$ cat config.mk
export PLATFORM = sky130hd
export DESIGN_NAME = lsu_unit
export DESIGN_NICKNAME = d
export VERILOG_FILES = /design/src/rtl/lsu_unit.sv
export SDC_FILE = /design/constraint.sdc
export NUM_CORES = 1
export LEC_CHECK = 0
export CORE_MARGIN = 8
export CORE_UTILIZATION = 57
export CTS_CLUSTER_DIAMETER = 50
export CTS_CLUSTER_SIZE = 12
export DETAILED_ROUTE_END_ITERATION = 8
export DONT_BUFFER_PORTS = 1
export PLACE_DENSITY = 0.83
export SLEW_MARGIN = 20
export SYNTH_ARGS = -nofsm -noshare
export SYNTH_HDL_FRONTEND = slang
export SYNTH_SLANG_ARGS = --single-unit
$ cat constraint.sdc
create_clock -name clk_i -period 2.1 [get_ports clk_i]
set_clock_uncertainty 0.1 [all_clocks]
set_input_delay 0.525 -clock clk_i [delete_from_list [all_inputs] [get_ports clk_i]]
set_output_delay 0.525 -clock clk_i [all_outputs]
set_load 0.005 [all_outputs]
$ cat src/rtl/lsu_unit.sv
// ---------------------------------------------------------------------------
// lsu_unit -- load/store unit between the EX stage and a req/gnt/rvalid data
// bus. It accepts one access at a time and keeps at most one bus transaction
// outstanding.
//
// Ports
//   clk_i, rst_ni       clock, asynchronous active-low reset
//   lsu_req_i           access request from EX (taken only when lsu_busy_o=0)
//   lsu_we_i            1=store, 0=load
//   lsu_type_i          00=word, 01=half, 10=byte, 11=illegal
//   lsu_sign_ext_i      sign-extend (1) or zero-extend (0) sub-word loads
//   lsu_addr_i          byte address
//   lsu_wdata_i         right-aligned store data
//   lsu_busy_o          access outstanding
//   rf_wdata_lsu_o      formatted load data (0 unless rf_we_lsu_o)
//   rf_we_lsu_o         one-cycle load writeback strobe
//   lsu_err_o           one-cycle error strobe (misaligned/illegal/bus error)
//   data_req_o          bus request, held until data_gnt_i
//   data_gnt_i          bus grant
//   data_we_o, data_be_o, data_addr_o, data_wdata_o   bus command fields
//   data_rvalid_i, data_err_i, data_rdata_i           bus response
//
// Handshake: a bus command is transferred in the cycle where data_req_o and
// data_gnt_i are both 1; the command fields are held stable from the first
// cycle of data_req_o until that cycle. The response is the single cycle in
// which data_rvalid_i=1 while waiting for it; responses at other times are
// ignored.
// ---------------------------------------------------------------------------
module lsu_unit (
    input  logic        clk_i,
    input  logic        rst_ni,
    input  logic        lsu_req_i,
    input  logic        lsu_we_i,
    input  logic [1:0]  lsu_type_i,
    input  logic        lsu_sign_ext_i,
    input  logic [31:0] lsu_addr_i,
    input  logic [31:0] lsu_wdata_i,
    output logic        lsu_busy_o,
    output logic [31:0] rf_wdata_lsu_o,
    output logic        rf_we_lsu_o,
    output logic        lsu_err_o,
    output logic        data_req_o,
    input  logic        data_gnt_i,
    output logic        data_we_o,
    output logic [3:0]  data_be_o,
    output logic [31:0] data_addr_o,
    output logic [31:0] data_wdata_o,
    input  logic        data_rvalid_i,
    input  logic        data_err_i,
    input  logic [31:0] data_rdata_i
);

    localparam logic [1:0] S_IDLE   = 2'd0;
    localparam logic [1:0] S_REQ    = 2'd1;
    localparam logic [1:0] S_WAIT_RV = 2'd2;

    localparam logic [1:0] T_WORD = 2'b00;
    localparam logic [1:0] T_HALF = 2'b01;
    localparam logic [1:0] T_BYTE = 2'b10;

    logic [1:0]  state_q, state_d;
    logic [31:0] addr_q, addr_d;
    logic [3:0]  be_q, be_d;
    logic [31:0] wdata_q, wdata_d;
    logic        we_q, we_d;
    logic [1:0]  type_q, type_d;
    logic        sign_q, sign_d;
    logic        rf_we_q, rf_we_d;
    logic [31:0] rf_wdata_q, rf_wdata_d;
    logic        err_q, err_d;

    logic        req_legal;
    logic [3:0]  req_be;
    logic [31:0] rdata_shifted;
    logic [31:0] load_fmt;

    // Alignment check on the incoming request.
    always_comb begin
        req_legal = 1'b0;
        case (lsu_type_i)
            T_WORD:  req_legal = (lsu_addr_i[1:0] == 2'b00);
            T_HALF:  req_legal = ~lsu_addr_i[0];
            T_BYTE:  req_legal = 1'b1;
            default: req_legal = 1'b0;
        endcase
    end

    always_comb begin
        req_be = 4'b1111;
        case (lsu_type_i)
            T_HALF:  req_be = 4'b0011 << lsu_addr_i[1:0];
            T_BYTE:  req_be = 4'b0001 << lsu_addr_i[1:0];
            default: req_be = 4'b1111;
        endcase
    end

    // Bring the addressed lane down to bit 0, then extend per captured type.
    assign rdata_shifted = data_rdata_i >> {addr_q[1:0], 3'b000};

    always_comb begin
        load_fmt = rdata_shifted;
        case (type_q)
            T_HALF:  load_fmt = {{16{sign_q & rdata_shifted[15]}}, rdata_shifted[15:0]};
            T_BYTE:  load_fmt = {{24{sign_q & rdata_shifted[7]}}, rdata_shifted[7:0]};
            default: load_fmt = rdata_shifted;
        endcase
    end

    always_comb begin
        state_d    = state_q;
        addr_d     = addr_q;
        be_d       = be_q;
        wdata_d    = wdata_q;
        we_d       = we_q;
        type_d     = type_q;
        sign_d     = sign_q;
        rf_we_d    = 1'b0;
        rf_wdata_d = 32'h0;
        err_d      = 1'b0;
        case (state_q)
            S_IDLE: begin
                if (lsu_req_i) begin
                    if (req_legal) begin
                        addr_d  = lsu_addr_i;
                        be_d    = req_be;
                        wdata_d = lsu_wdata_i << {lsu_addr_i[1:0], 3'b000};
                        we_d    = lsu_we_i;
                        type_d  = lsu_type_i;
                        sign_d  = lsu_sign_ext_i;
                        state_d = S_REQ;
                    end else begin
                        err_d = 1'b1;
                    end
                end
            end
            S_REQ: begin
                if (data_gnt_i) begin
                    state_d = S_WAIT_RV;
                end
            end
            S_WAIT_RV: begin
                if (data_rvalid_i) begin
                    state_d = S_IDLE;
                    if (data_err_i) begin
                        err_d = 1'b1;
                    end else if (!we_q) begin
                        rf_we_d    = 1'b1;
                        rf_wdata_d = load_fmt;
                    end
                end
            end
            default: state_d = S_IDLE;
        endcase
    end

    always_ff @(posedge clk_i or negedge rst_ni) begin
        if (!rst_ni) begin
            state_q    <= S_IDLE;
            addr_q     <= 32'h0;
            be_q       <= 4'h0;
            wdata_q    <= 32'h0;
            we_q       <= 1'b0;
            type_q     <= 2'b00;
            sign_q     <= 1'b0;
            rf_we_q    <= 1'b0;
            rf_wdata_q <= 32'h0;
            err_q      <= 1'b0;
        end else begin
            state_q    <= state_d;
            addr_q     <= addr_d;
            be_q       <= be_d;
            wdata_q    <= wdata_d;
            we_q       <= we_d;
            type_q     <= type_d;
            sign_q     <= sign_d;
            rf_we_q    <= rf_we_d;
            rf_wdata_q <= rf_wdata_d;
            err_q      <= err_d;
        end
    end

    assign lsu_busy_o     = (state_q != S_IDLE);
    assign data_req_o     = (state_q == S_REQ);
    assign data_we_o      = we_q;
    assign data_be_o      = be_q;
    assign data_addr_o    = {addr_q[31:2], 2'b00};
    assign data_wdata_o   = wdata_q;
    assign rf_we_lsu_o    = rf_we_q;
    assign rf_wdata_lsu_o = rf_wdata_q;
    assign lsu_err_o      = err_q;

endmodule

==> metrics, run 1 <==
status finished with violations; failing checks negative hold slack; setup repair after global routing missed its margin false; startpoint types flop; most common cell after layout, fill and taps aside dfrtp_1; maximum root-to-sink buffer count 2; DP Area 5260 um^2; Placed Cells incl. Taps 548; H-tree Lvls 3; distinct cell type count after synthesis 35; Clk Latency, worst-skew pair 0.35 ns; row count 35; drt wl/cell 22.0 um; Num CTS Buffers 9; post-route ant nets 0; Most used DFF post-synth dfrtp_1; pwr dens 1080 nW/um^2; Tmin final 2.02 ns; r2r worst-path depth 4; Worst-path clk slew 0.10 ns; global-route wire length before repair 19300 um; fillers 733; Die Span Y 113 um; internal power 4.01 mW; max-slew violations 0; Max Fclk 495 MHz; routed vias/inst 5.91; Critical R2R Launch state_q[1]$_DFFE_PN0P_; starting density of the core 58.4%; core area 9200 um^2; die width 113 um; final cell count without fillers 564; pre-CTS setup slack -0.112 ns; Setup crit end kind flop; post-CTS setup repair buffer count 0; WP data required 2.24 ns; Data arrival, critical path 2.17 ns; Mapped Avg Cell Area 11.1 um^2; Async S/R FF share, synth 100%; Resize count post-CTS 0; Via Count 3333; final wirelength 12400 um; Slew headroom 50.1%; Worst Slack Setup Final 0.0780 ns; Clock Sinks 108; share of layout cells above drive strength 1 19.2%; Detailed Place HPWL 9460 um; Peak VDD IR 0.000445 V; Hold WS -0.253 ns; # DRC 0; DRT Pass-1 Iters 4; total global routing track utilization 19.1%; part of the Yosys area used for sequential elements 50.3%; Crit Path Class reg -> reg; combinational power share 27.2%; Hold Path Class in -> async; most frequent cells in the layout dfrtp_1 (108), nand2_1 (53), o21ai_0 (35), mux2i_1 (32), nor2_1 (31); FF-to-FF setup slack 0.08 ns; cell area after synthesis 5370 um^2; root buffer selected by CTS clkbuf_8; Post-synth EDFFs 0; vias in the first global route 3427; static leakage 2.56 nW; synth warn 0; P&R area growth vs syn 1.61%; Switch Pwr 1.89 mW; Clock power frac 21.5%; final setup fails 0; switching part of the total power 32.1%; Die ar. 12800 um^2; IO Pins 211; post-route core utilization 59.3%; grt ovf 0; Period Utilization, post-route 96.3%; Worst-Margin Slew 0.748 ns; CTS tree built; Nets 560; GPL Wtd Cong 0.809; Max Cap Violations 0; post-route cell area 5460 um^2; Seq cells post-synth 108; initial antenna violation count 1; Cells after Synth 482; Iter 0 DRT Violations 168; power share of the sequential group 51.3%; Fin. Hold Viols 108; crit-path max FO 43; worst r2r dst addr_q[21]$_DFFE_PN0P_; port bufs 0; largest net degree at the start of global routing 109
-- final cells by class --
| cell class | instances | area (um^2) | area share (%) |
|---|---|---|---|
| diodes | 1 | 2.50 | 0.0459 |
| clock buffers | 10 | 138 | 2.52 |
| clock inverters | 5 | 60.1 | 1.10 |
| inverters | 9 | 33.8 | 0.619 |
| multi-input cells | 302 | 2220 | 40.7 |
| flip-flops and latches | 108 | 2700 | 49.5 |
| well taps | 111 | 139 | 2.55 |
| repair buffers | 18 | 160 | 2.94 |
-- worst max path at each step --
stage | depth (start not counted) | to | from | slack, ns
floorplan | 7 | addr_q[0]$_DFFE_PN0P_ | lsu_type_i[0] | 0.03
global placement | 6 | data_wdata_o[25]$_DFFE_PN0P_ | lsu_type_i[0] | -0.03
detailed placement | 6 | addr_q[21]$_DFFE_PN0P_ | lsu_type_i[0] | -0.11
CTS | 4 | addr_q[16]$_DFFE_PN0P_ | state_q[1]$_DFFE_PN0P_ | 0.08
global route | 6 | rf_wdata_lsu_o[13]$_DFF_PN0_ | type_q[0]$_DFFE_PN0P_ | 0.01
finish | 4 | addr_q[21]$_DFFE_PN0P_ | state_q[1]$_DFFE_PN0P_ | 0.08
-- power by group through the flow --
stage | Sequential, mW | Clock, mW | Combinational, mW
after floorplan | 2.85 | 0 | 1.71
after global placement | 3.07 | 0 | 1.53
after detailed placement | 3.08 | 0 | 1.61
after CTS | 3.05 | 1.30 | 1.61
after global routing | 3.11 | 1.39 | 1.76
final | 3.03 | 1.27 | 1.60
-- kinds of logic after synthesis --
group | after synthesis | synth area share [%]
and+or+nand+nor | 108 | 8.79
DFF | 108 | 50.3
AOI/OAI and AO/OA | 103 | 12.0
muxes | 83 | 19.0
buffers and inverters | 73 | 8.41
adders and majority gates | 6 | 1.40
other | 1 | 0.0698
-- critical path: stages (launching register included) --
cell	delay [ns]
dfrtp_1	0.38
or3b_1	0.39
a2111o_2	0.47
buf_12	0.20
mux2_1	0.33
-- through the flow --
step / total power [mW] / setup TNS, ns
finish: 5.90 / 0
global route: 6.26 / 0
CTS: 5.97 / 0
detailed placement: 4.69 / -3.53
global placement: 4.61 / -0.594
floorplan: 4.55 / 0
-- per-layer routing --
layer | vias to the layer above | global-route usage [%] | routed length, um | part of all wire [%]
met2 | 144 | 31.9 | 6170 | 50
met3 | 13 | 8.04 | 1290 | 10
li1 | 1563 | - | - | -
met4 | 0 | 5.06 | 150 | 1.2
met5 | - | 0 | 0 | 0
met1 | 1613 | 22.1 | 4810 | 39
-- registers in the layout, summed over array words and instances (netlist names) --
register,cells
addr_q,32
data_wdata_o,32
rf_wdata_lsu_o,32
data_be_o,4
state_q,2
type_q,2
data_we_o,1
lsu_err_o,1
rf_we_lsu_o,1
sign_q,1
-- synthesized netlist by cell type (2+ instances only) --
cell type  count  area share (%)
o31ai_1        8             1.1
o21ai_0       35             3.3
inv_1          8            0.56
ha_1           6             1.4
buf_1          3            0.21
nor2b_1       12             1.4
buf_4         32             4.5
buf_2          4            0.37
dfrtp_1      108              50
mux2_2        19             4.0
mux2_4        30             8.4
nor2_1        31             2.2
a21oi_1       26             2.4
buf_6          7             1.5
nand2_1       53             3.7
mux2i_1       32             6.0
a22oi_1        7            0.98
a211oi_1      23             3.2
clkbuf_1      18             1.3
nand3_1        2            0.19
nand3b_1       2            0.28
nand2b_1       3            0.35
Power figures use the tool's default switching activity.
==> run 2: changes to the inputs <==
--- a/config.mk
+++ b/config.mk
@@ -12,6 +12,7 @@
 export DETAILED_ROUTE_END_ITERATION = 8
 export DONT_BUFFER_PORTS = 1
 export PLACE_DENSITY = 0.83
+export SKIP_CTS_REPAIR_TIMING = 1
 export SLEW_MARGIN = 20
 export SYNTH_ARGS = -nofsm -noshare
 export SYNTH_HDL_FRONTEND = slang
==> results of run 2 <==
Final layout, timing and power as in run 1 (identical DEF).
